## config.mk

```make
export PLATFORM = sky130hd
export DESIGN_NAME = param_sync_ram
export DESIGN_NICKNAME = d
export VERILOG_FILES = /design/src/rtl/param_sync_ram.sv
export SDC_FILE = /design/constraint.sdc
export NUM_CORES = 1
export LEC_CHECK = 0
export BUFFER_PORTS_ARGS = -buffer_cell sky130_fd_sc_hd__buf_2
export CELL_PAD_IN_SITES_DETAIL_PLACEMENT = 0
export CELL_PAD_IN_SITES_GLOBAL_PLACEMENT = 1
export CORE_UTILIZATION = 54
export CTS_CLUSTER_SIZE = 25
export DETAILED_ROUTE_END_ITERATION = 7
export GPL_ROUTABILITY_DRIVEN = 0
export MAX_ROUTING_LAYER = met4
export PLACE_DENSITY = 0.86
export SYNTH_ARGS = -nofsm -noshare
export SYNTH_HDL_FRONTEND = slang
export SYNTH_SLANG_ARGS = --single-unit
```

## constraint.sdc

```tcl
create_clock -name clk -period 4.22 [get_ports clk]
set_clock_uncertainty 0.1 [all_clocks]
set_input_delay 1.055 -clock clk [delete_from_list [all_inputs] [get_ports clk]]
set_output_delay 1.055 -clock clk [all_outputs]
set_load 0.02 [all_outputs]
```

## src/rtl/param_sync_ram.sv

```systemverilog
// param_sync_ram: single-port synchronous RAM with a self-clearing sequence after reset
module param_sync_ram #(
  parameter int DATA_W = 4,
  parameter int ADDR_W = 4,
  parameter logic [DATA_W-1:0] INIT_VAL = '0
) (
  input  logic              clk,
  input  logic              rst,
  input  logic [DATA_W-1:0] datain,
  input  logic [ADDR_W-1:0] addr,
  input  logic              read,
  input  logic              write,
  output logic [DATA_W-1:0] dataout,
  output logic              valid,
  output logic              busy,
  output logic              err
);
  typedef enum logic {CLEAR, RUN} state_t;
  localparam logic [ADDR_W-1:0] LAST = '1;
  state_t state_q, state_d;
  logic [ADDR_W-1:0] cnt_q, cnt_d, waddr;
  logic [DATA_W-1:0] dout_q, dout_d, wdata;
  logic valid_q, valid_d, err_q, err_d, clr, rd, wr, we;
  logic [DATA_W-1:0] mem [2**ADDR_W];
  always_comb begin
    clr = state_q == CLEAR;
    rd = !clr && read && !write;
    wr = !clr && write && !read;
    state_d = rst ? CLEAR : (clr && cnt_q == LAST) ? RUN : state_q;
    cnt_d = (rst || !clr) ? '0 : cnt_q + 1'b1;
    we = !rst && (clr || wr);
    waddr = clr ? cnt_q : addr;
    wdata = clr ? INIT_VAL : datain;
    dout_d = rst ? '0 : rd ? mem[addr] : dout_q;
    valid_d = !rst && rd;
    err_d = !rst && !clr && read && write;
  end
  always_ff @(posedge clk) begin
    state_q <= state_d;
    cnt_q <= cnt_d;
    dout_q <= dout_d;
    valid_q <= valid_d;
    err_q <= err_d;
  end
  always_ff @(posedge clk) begin
    if (we) mem[waddr] <= wdata;
  end
  assign dataout = dout_q;
  assign valid = valid_q;
  assign err = err_q;
  assign busy = state_q == CLEAR;
endmodule

```

# --- Yosys cells after proc, flatten, opt, wreduce, memory -nomap -nowiden ---
# Memories as Yosys holds them, arrays and structs flattened. A register that Yosys moved wholly into a read port is not among the register bits.
# Cells that the tools add are included.
word_totals:
  memories: 1
  in_bits: 12
  output_inout_bits: 7
  word_cells: 27
  ff_bits: 7
  ram_bits: 64
memory_table:
  columns: ["memory", "words", "word_bits", "read_ports", "rd_clocked_by_memory_dff", "write_ports", "line", "text"]
  rows:
  - ["mem", 16, 4, 1, 1, 1, "24", "logic [DATA_W-1:0] mem [2**ADDR_W];"]
classes:
  mux: 4
  n_bitwise: 1
  n_reduce_logical: 15
  add_sub_neg: 1
  eq_ne: 1
op_table:
  columns: ["op", "n"]
  rows:
  - ["$logic_and 1x1->1", 10]
  - ["$mux 4", 2]
  - ["$add 4x1->4 const B", 1]
  - ["$eq 4x4->1 const B", 1]
  - ["$logic_not 1->1", 3]
  - ["$logic_or 1x1->1", 2]
  - ["$mux 1", 2]
  - ["$not 1->1", 1]

# --- Logic depth before layout (Yosys ltp) ---
depth:
  ltp_word: 6
  ltp_mapped: 6
  ltp_nobuf: 4

# --- Least setup slack after synthesis ---
# Ideal clock, no wire load.
synth_path:
  kind: "input port to flip-flop"
  from: "input port addr[1]"
  to: "memory mem[2][0] (enable)"
  setup_ps: 329
  arrival_time_ps: 2052
  path_buffers: 2
  cell_stages: 6
  required_ps: 3791
  path_slack_ps: 1739
  cell_sequence: "clkbuf_1 buf_2 inv_1 nor3_1 a21oi_1 nor2_1"
synth_between:
  elab_chain_len: 1
synth_rtl:
  columns: ["element", "line", "text"]
  rows:
  - ["start: declaration", "10", "input logic [ADDR_W-1:0] addr,"]
  - ["$mux 4", "32", "waddr = clr ? cnt_q : addr;"]
  - ["end: declaration", "24", null]
# No other way between the ends.

# --- Worst setup path after layout ---
layout_path:
  from: "register state_q"
  to: "output port busy"
layout_between:
  elab_chain_len: 1
layout_rtl:
  columns: ["element", "line", "text"]
  rows:
  - ["start: declaration", "20", "state_t state_q, state_d;"]
  - ["start signal: assignment", "39", "state_q <= state_d;"]
  - ["$not 1->1", "51", "assign busy = state_q == CLEAR;"]
  - ["end: declaration", "15", "output logic busy,"]
# No other way between the ends.

==> results.toml <==
[hold_path]
worstHoldPathType = "reg -> reg"
hold_depth = 1
holdPathEnd = "dataout[2]"
hold_start = "dataout[2]"

[logic_synthesis]
synth_cell_type_count = 35
synth.most_common_cell = "edfxtp_1"
synth_area_sq_um = 3100
syn_avg_cell_area_sq_um = 15.5
ys_seq_area_share_pct = 69.0
synth-async-reset-ratio_pct = 0
synth_commonest_cells = "edfxtp_1, nor2_1, nand2_1"
ys_seq_elements = 75
syn_nets = 213
yosys_warnings = 0
synthCells = 200
synth_flop_cell = "edfxtp_1"
yosysTopAreaCell = "edfxtp_1"
synth_edf_count = 64
synth_top_area_share_pct = 61.9
netlist_top_cells_area = "edfxtp_1, dfxtp_1, mux4_2"

[pwr]
p_total_mw = 1.48
power_density_nw_per_um2 = 432
p_leak_nw = 1.14
vdd_drop_max_mv = 0.261

[sta]
fmax_mhz = 377
setup_viol = 0
hold_viol = 0
min_period_ns = 2.66
relSlewSlack_pct = 54.1
rsz0062_at_grt = "no"
period_share_pct = 62.9
setup_tns_ns = 0
drv_slew = 0
worst_pin_slew_ns = 0.689

[routing]
firstDrtPassIters = 5
routedWlPerCell_microns = 18.6
vias_per_cell = 5.79
drt_iter0_drc = 157
postRouteAntennaNets = 0
route.final.wire_length_microns = 5490
dr_total_vias = 1709
drc = 0

[worst_setup_path]
arrival_ns = 1.50
critPathKind = "reg -> out"
max_stage_delay_ns = 0.76
r2r_end = "mem[1][3]"
critPathTopFamily = "flip-flops"
reg2reg_depth = 4
path_cells = "inv_1, buf_2"
startpoint_type = "register"
path_max_fanout = 23
critPathSlowestCell = "dfxtp_1"
worstPathBufferInverterCount = 2
reg2reg_setup_slack_ns = 2.05
r2r-start = "state_q"
worst_setup_path_end_kind = "output port"
critPathRequiredTime_ns = 3.06

[placement]
dp_hpwl_microns = 3640
port-buffer-count = 18

[clocking]
cts-root-buf = "clkbuf_8"
cts.clk_slew.worst_paths_ns = 0.07
cts_tree = "done"
cts_resized = 0
clock_path_buffers = 2
insertion_delay_ns = 0.34
htreeDepth = 3
postCtsSetupBuffers = 0
cts-buffers-inserted = 9
cts.sinks = 75
ctsHoldBuffers = 0

[cells_and_area]
fin_nets = 231
final_layout_size_suffix_gt1_share_pct = 20.6
area.growth.synth_to_final_pct = 10.5
n_antenna_cell = 0
num-fill-cells = 422

[floorplanning]
die_area_sq_um = 6060
initial_core_util_pct = 56.0
boundaryPins = 19
rows = 27
die_w_microns = 77.8
die_y_microns = 77.8
coreArea_sq_um = 5540

[grt]
use_met3_pct = 4.59
busiest_layer = "met2"
grt_pass1_vias = 1721
met1_usage_pct = 26.8
grt_pass1_wl_microns = 9020
antenna_found_initial = 0
use_met2_pct = 33.6
grt_max_degree = 33
overflow = 0
grt_util_all_layers_pct = 21.5

[flow_run]
cap_viol_max_count = 0

[status]
status = "finished clean"
-- worst max path at each step --
stage	start	end	cells past startpoint
global placement	addr[0]	dataout[0]	5
CTS	state_q	busy	2
detailed placement	addr[0]	dataout[3]	5
global route	state_q	busy	2
floorplan	addr[1]	mem[2][0]	6
finish	state_q	busy	2
-- area by class of cell --
class,count,area [sq um],area share [%]
Multi-Input combinational cell,108,857,25.0
Inverter,6,22.5,0.657
Clock buffer,11,141,4.12
Sequential cell,75,2140,62.5
Timing Repair Buffer,18,90.1,2.63
Tap cell,72,90.1,2.63
Clock inverter,5,86.3,2.52
-- registers in the layout (all words and copies together) (netlist names) --
register / cells
cnt_q: 4
dataout: 4
err: 1
mem: 64
state_q: 1
valid: 1
-- worst register-to-register path, stage by stage, from the launching register on --
cell and delay [ns]:
dfxtp_1 0.76, nand4bb_1 0.17, a21oi_1 0.25, nand2_1 0.18, nor2_1 0.37
-- layer usage --
metal	vias up	wire, microns	share of wire [%]
li1	805	-	-
met1	856	2430	44
met2	33	2750	50
met3	15	166	3.0
met4	0	144	2.6
met5	-	0	0
-- placed cells by master, fill, tap and decap left out, types with 2 or more instances in the layout --
cell type / n
clkinv_4: 3
clkbuf_8: 10
and2_1: 4
a31oi_1: 2
bufinv_16: 2
a211oi_1: 4
nand2_1: 18
mux4_2: 9
nor2b_1: 9
dfxtp_1: 11
a21oi_1: 5
nand3_1: 2
mux4_1: 3
inv_1: 6
nand2b_1: 2
edfxtp_1: 64
buf_2: 18
nor3b_1: 3
nor3_1: 5
a2111oi_0: 6
nor2_1: 20
a221o_1: 4
-- power breakdown --
group	leakage [nW]	switching, mW	internal (mW)
combinational	0.376	0.0390	0.0263
clock	0.114	0.256	0.352
sequential	0.653	0.00538	0.804
-- through the flow --
stage	setup WS [ns]	utilization (%)	instances	instance area, sq um	hold WS (ns)
finish	1.56	61.9	295	3430	0.394
CTS	1.55	61.9	295	3430	0.399
global placement	1.30	57.8	279	3200	0.367
detailed placement	1.27	57.8	279	3200	0.382
global route	1.43	61.9	295	3430	0.422
floorplan	1.74	-	200	3100	0.372
-- cells by family after synthesis --
kind of cell / synth area share (%)
flops: 69.0
fa+ha+maj: 0.403
buf+inv: 3.39
mux: 9.75
simple gates: 10.9
compound gates: 5.97
xor+xnor: 0.564
No activity file was read; power rests on OpenSTA's default activity.
